**config.mk**
```make
export PLATFORM = sky130hd
export DESIGN_NAME = mem_port_arbiter
export DESIGN_NICKNAME = d
export VERILOG_FILES = /design/src/rtl/mem_port_arbiter.sv
export SDC_FILE = /design/constraint.sdc
export NUM_CORES = 1
export LEC_CHECK = 0
export ABC_AREA = 1
export CORE_MARGIN = 3
export CORE_UTILIZATION = 46
export CTS_BUF_LIST = sky130_fd_sc_hd__clkbuf_2 sky130_fd_sc_hd__clkbuf_4 sky130_fd_sc_hd__clkbuf_8
export DETAILED_ROUTE_END_ITERATION = 10
export PLACE_DENSITY = 0.88
export SLEW_MARGIN = 20
export SYNTH_ARGS = -nofsm -noshare
export SYNTH_HDL_FRONTEND = slang
export SYNTH_SLANG_ARGS = --single-unit
```
**constraint.sdc**
```tcl
create_clock -name clk -period 5.3 [get_ports clk]
set_clock_uncertainty 0.15 [all_clocks]
set_input_delay 1.06 -clock clk [delete_from_list [all_inputs] [get_ports clk]]
set_output_delay 1.06 -clock clk [all_outputs]
set_load 0.01 [all_outputs]
```
**src/rtl/mem_port_arbiter.sv**
```systemverilog
// mem_port_arbiter
// Shares the single unified memory port between the core (m0) and the
// debug/program-loader port (m1). Each winning request is latched into one
// outstanding slave transaction; the slave may take any number of cycles to
// acknowledge, bounded by TIMEOUT, after which the access is aborted with err.
//
// Optional build macro: MEM_ARB_LOCK_EN
//   When defined, adds input m1_lock. While m1 was the last requester served
//   and m1_lock is high, m1 keeps the port even if the core is requesting,
//   so a debugger can perform an uninterrupted multi-word sequence.
//
// Handshake: a master raises req with its fields and holds req until it sees
// its one-cycle done pulse; it must drop req the cycle after done, otherwise
// the still-high req is taken as a new request. On the slave side s_req is
// raised with stable s_* fields and stays high until s_ack is seen (s_rdata
// is valid in the same cycle as s_ack) or the timeout fires.
//
// fsm_state exposes the arbiter state (0=IDLE, 1=ACCESS, 2=RESP) for
// observation.

module mem_port_arbiter #(
   parameter int ADDR_W  = 32,
   parameter int DATA_W  = 32,
   parameter int TIMEOUT = 255
) (
   input  logic              clk,
   input  logic              rstn,

   input  logic              m0_req,
   input  logic              m0_we,
   input  logic [ADDR_W-1:0] m0_addr,
   input  logic [DATA_W-1:0] m0_wdata,
   input  logic [2:0]        m0_type,
   output logic [DATA_W-1:0] m0_rdata,
   output logic              m0_done,

   input  logic              m1_req,
   input  logic              m1_we,
   input  logic [ADDR_W-1:0] m1_addr,
   input  logic [DATA_W-1:0] m1_wdata,
   input  logic [2:0]        m1_type,
`ifdef MEM_ARB_LOCK_EN
   input  logic              m1_lock,
`endif
   output logic [DATA_W-1:0] m1_rdata,
   output logic              m1_done,

   output logic              s_req,
   output logic              s_we,
   output logic [ADDR_W-1:0] s_addr,
   output logic [DATA_W-1:0] s_wdata,
   output logic [2:0]        s_type,
   input  logic [DATA_W-1:0] s_rdata,
   input  logic              s_ack,

   output logic              hold,
   output logic              err,
   output logic [1:0]        fsm_state
);

   typedef enum logic [1:0] {
      IDLE   = 2'd0,
      ACCESS = 2'd1,
      RESP   = 2'd2
   } state_t;

   // Timeout compare value; TIMEOUT is limited to 1..255 so 8 bits suffice.
   localparam logic [7:0] TMO = 8'(TIMEOUT);

   state_t      state_q;
   state_t      state_d;

   // Requester encoding: 0 = m0 (core), 1 = m1 (debug).
   logic        grant_q;       // requester owning the current transaction
   logic        last_grant_q;  // requester served by the previous transaction
   logic        grant_d;       // arbitration result for a start in IDLE
   logic [7:0]  cnt_q;         // ACCESS cycles already spent without s_ack
   logic [7:0]  cnt_inc;
   logic        err_q;         // current transaction was aborted by timeout

   logic        start;         // IDLE with a request: latch winner
   logic        ack_hit;       // slave acknowledged in ACCESS
   logic        tmo_hit;       // timeout reached in ACCESS without s_ack

   assign cnt_inc = cnt_q + 8'd1;

   // Arbitration: single requester wins outright, simultaneous requests
   // alternate against the last requester served.
   always_comb begin
      grant_d = 1'b0;
      if (m0_req && m1_req) begin
         grant_d = ~last_grant_q;
      end else if (m1_req) begin
         grant_d = 1'b1;
      end
`ifdef MEM_ARB_LOCK_EN
      // A locked debug sequence keeps the port across core requests.
      if (last_grant_q && m1_lock && m1_req) begin
         grant_d = 1'b1;
      end
`endif
   end

   // State register.
   always_ff @(posedge clk or negedge rstn) begin
      if (!rstn) begin
         state_q <= IDLE;
      end else begin
         state_q <= state_d;
      end
   end

   // Next-state logic and transaction events.
   always_comb begin
      state_d = state_q;
      start   = 1'b0;
      ack_hit = 1'b0;
      tmo_hit = 1'b0;
      case (state_q)
         IDLE: begin
            if (m0_req || m1_req) begin
               start   = 1'b1;
               state_d = ACCESS;
            end
         end
         ACCESS: begin
            // An acknowledge in the final allowed cycle still wins.
            if (s_ack) begin
               ack_hit = 1'b1;
               state_d = RESP;
            end else if (cnt_inc == TMO) begin
               tmo_hit = 1'b1;
               state_d = RESP;
            end
         end
         RESP: begin
            state_d = IDLE;
         end
         default: begin
            state_d = IDLE;
         end
      endcase
   end

   // Slave-side registers: latched copies of the winner's fields.
   always_ff @(posedge clk or negedge rstn) begin
      if (!rstn) begin
         s_req   <= 1'b0;
         s_we    <= 1'b0;
         s_addr  <= '0;
         s_wdata <= '0;
         s_type  <= 3'b000;
         grant_q <= 1'b0;
      end else begin
         if (start) begin
            grant_q <= grant_d;
            s_req   <= 1'b1;
            s_we    <= grant_d ? m1_we    : m0_we;
            s_addr  <= grant_d ? m1_addr  : m0_addr;
            s_wdata <= grant_d ? m1_wdata : m0_wdata;
            s_type  <= grant_d ? m1_type  : m0_type;
         end else if (ack_hit || tmo_hit) begin
            s_req   <= 1'b0;
         end
      end
   end

   // Timeout counter, abort flag and round-robin history.
   always_ff @(posedge clk or negedge rstn) begin
      if (!rstn) begin
         cnt_q        <= 8'd0;
         err_q        <= 1'b0;
         last_grant_q <= 1'b1;
      end else begin
         if (start) begin
            cnt_q <= 8'd0;
            err_q <= 1'b0;
         end else if (state_q == ACCESS) begin
            if (tmo_hit) begin
               err_q <= 1'b1;
            end else if (!ack_hit) begin
               cnt_q <= cnt_inc;
            end
         end else if (state_q == RESP) begin
            cnt_q        <= 8'd0;
            last_grant_q <= grant_q;
         end
      end
   end

   // Read data returned to the owning master: slave data on an acknowledged
   // read, all ones on an aborted access, untouched on an acknowledged write.
   always_ff @(posedge clk or negedge rstn) begin
      if (!rstn) begin
         m0_rdata <= '0;
         m1_rdata <= '0;
      end else begin
         if (ack_hit && !s_we) begin
            if (grant_q) begin
               m1_rdata <= s_rdata;
            end else begin
               m0_rdata <= s_rdata;
            end
         end else if (tmo_hit) begin
            if (grant_q) begin
               m1_rdata <= '1;
            end else begin
               m0_rdata <= '1;
            end
         end
      end
   end

   // Completion pulses come straight from the one-cycle RESP state.
   assign m0_done   = (state_q == RESP) && !grant_q;
   assign m1_done   = (state_q == RESP) &&  grant_q;
   assign err       = (state_q == RESP) &&  err_q;

   // The core stalls for the whole time its request is outstanding,
   // including while the debug port owns the memory.
   assign hold      = m0_req && !m0_done;

   assign fsm_state = state_q;

endmodule
```
==> results.cfg <==
[logic_synthesis]
ys_seq_area_share_pct = 55.59
syn_area_sq_um = 6575
synth.distinct_cells = 21
syn_nets = 974
yosysWarnings = 0
ys_ff_latch = 146
synthCells = 799
avgSynthCellArea_sq_um = 8.229

[global_route]
overflow = 0
grt_max_degree = 112
grt_pass1_wl_um = 34270
grtUsageTotal_pct = 27.50
grt_antenna_before_repair = 0
grt_pass1_vias = 6632

[worst_setup_path]
worstPathMaxFanout = 23
cp.required_ps = 4090
arrival_ps = 2390
crit_type = register to primary output
startpoint_type = register
end_kind = primary output

[clock_tree]
h-tree-depth = 4
clk_path_buf_depth = 2
cts_setup_buffers = 0
cts_resized = 0
cts_tree = done
clock-sinks = 146
cts.clk_slew.worst_paths_ps = 80
ctsHoldBuffers = 0
worstSkewPairLatency_ps = 440
cts_buffers = 17
root_buffer = clkbuf_8

[detailed_routing]
routed_via_density = 5.243
post_drt_wl_per_cell_um = 17.05
drt_first_pass_iters = 5
ant_nets = 0
vias = 6716
drc = 0
drt_wl_total_um = 21840
dr.first_iter.drc_count = 589

[die]
die_w_um = 125.6
placementRows = 43
die_area_sq_um = 15760
io_pins = 312
die_y_um = 125.6
core_sq_um = 13930
start_util_pct = 47.19

[power_and_ir_drop]
leakagePower_nw = 4.504
pwr_density_cell_nw_per_um2 = 560.3
ir_drop_mv = 0.2491

[sta]
final_hold_viol_count = 0
rsz0062_at_grt = false
period_needed_ps = 3602
relSlewSlack_pct = 40.93
clock.fmax_mhz = 277.6
setup-tns-final_ps = 0
slew_violations = 0
post-route-period-util_pct = 67.97
worst_pin_slew_ps = 886.1
setup_viol = 0

[flow_run]
timing.max_cap.violations = 0

[final_layout]
drive_above_1_share_pct = 7.993
post-route-util_pct = 73.35
syn_to_final_growth_pct = 55.45
diodes = 0
nets = 1263

[status]
outcome = finished clean

[worst_hold_path]
hp-class = register to register

[place]
gp_routability_congestion = 0.8735
hpwl_um = 15380
io_buffers = 311
## final cells by class
cell class,count,area [sq um]
tap,180,225.2
timing repair buffer,321,3192
sequential,146,3655
fill,1033,3714
inverter,20,75.07
clock inverter,13,230.2
clock buffer,19,249.0
multi-input combinational,582,2595
## cell families after synthesis
family                     synth area share (%)
and+or+nand+nor                           27.63
AOI/OAI and AO/OA                         11.34
DFF                                       55.59
buffers and inverters                     5.062
adders and majority gates                0.3805
## layout by cell type (no fill, tap or decap)
master and instances:
a21oi_1 1, buf_4 10, bufinv_16 6, clkbuf_4 2, clkbuf_8 18, clkdlybuf4s50_1 310
clkinv_1 2, clkinv_2 2, clkinvlp_4 3, dfrtp_1 145, dfstp_2 1, ha_1 2
inv_1 16, inv_2 2, inv_6 2, nand2_1 230, nand2_2 6, nand3_1 74
nand3_2 1, nand4_1 2, nor2_1 83, nor2_2 3, o21ai_0 136, o21ai_1 12
or2_2 32
## metrics by stage
step | power, W | hold WS (ps) | setup WS, ps | instances | cell area (sq um)
floorplan | 0.003135 | 318.8 | 2876 | 799 | 6575
detailed placement | 0.004681 | 307.6 | 1660 | 1249 | 9737
global route | 0.006096 | 350.9 | 1583 | 1281 | 10220
CTS | 0.005753 | 327.6 | 1684 | 1281 | 10220
finish | 0.005727 | 324.4 | 1698 | 1281 | 10220
global placement | 0.004596 | 302.0 | 1691 | 1249 | 9737
## worst paths after layout
path / slack, ps / end / start / depth (start not counted)
worst max-delay path: 1700 / m1_done / grant_q$_DFFE_PN0P_ / 4
worst min-delay path: 320 / m1_rdata[24]$_DFFE_PN0P_ / m1_rdata[24]$_DFFE_PN0P_ / 2
worst max register to register: 2560 / m0_rdata[13]$_DFFE_PN0P_ / cnt_q[0]$_DFFE_PN0P_ / 12
worst min register to register: 320 / m1_rdata[24]$_DFFE_PN0P_ / m1_rdata[24]$_DFFE_PN0P_ / 2
max in group asynchronous: 3360 / s_wdata[20]$_DFFE_PN0P_ / rstn / 2
min in group asynchronous: 590 / m1_rdata[28]$_DFFE_PN0P_ / rstn / 1
## critical path: stages (launching register included)
cell and delay [ps]:
dfrtp_1 710, buf_4 400, clkinv_1 140, nor2_1 150, clkdlybuf4s50_1 560
## report_power, final
group / internal, W / switching [W]
Sequential: 0.00166 / 0.000338
Combinational: 0.00133 / 0.00135
Clock: 0.000619 / 0.000434
Total: 0.00361 / 0.00212
## Yosys cell counts
master    instances  area (sq um)
nand2_1         233         874.6
dfrtp_1         145          3628
nand4_1           2         12.51
inv_1            18         67.56
nand3_1          74         370.4
ha_1              2         25.02
nor2_1           83         311.6
o21ai_0         136         680.7
inv_2             1         3.750
clkinv_1          1         3.750
buf_6             7         78.83
a21oi_1           1         5.000
nand2_2           3         18.77
or2_2            32         200.2
buf_1             2         7.510
nor2_2            3         18.77
clkbuf_1         31         116.4
buf_2            11         55.05
o21ai_1          12         60.06
dfstp_2           1         26.28
nand3_2           1         10.01
## metal layers
| metal | track usage (%) | share of wire (%) | wire (um) | up-vias |
|---|---|---|---|---|
| met1 | 31.22 | 37 | 7975 | 3142 |
| li1 | - | - | - | 3171 |
| met2 | 46.07 | 49 | 10640 | 329 |
| met4 | 14.92 | 5.7 | 1236 | 0 |
| met5 | 0 | 0 | 0 | - |
| met3 | 8.842 | 9.1 | 1989 | 74 |
## state kept, by name, indices dropped and copies added (netlist names)
signal	flops
s_addr	32
s_type	3
last_grant_q	1
m0_rdata	32
s_wdata	32
err_q	1
cnt_q	8
s_req	1
s_we	1
fsm_state	2
grant_q	1
m1_rdata	32
Power figures use the tool's default switching activity.
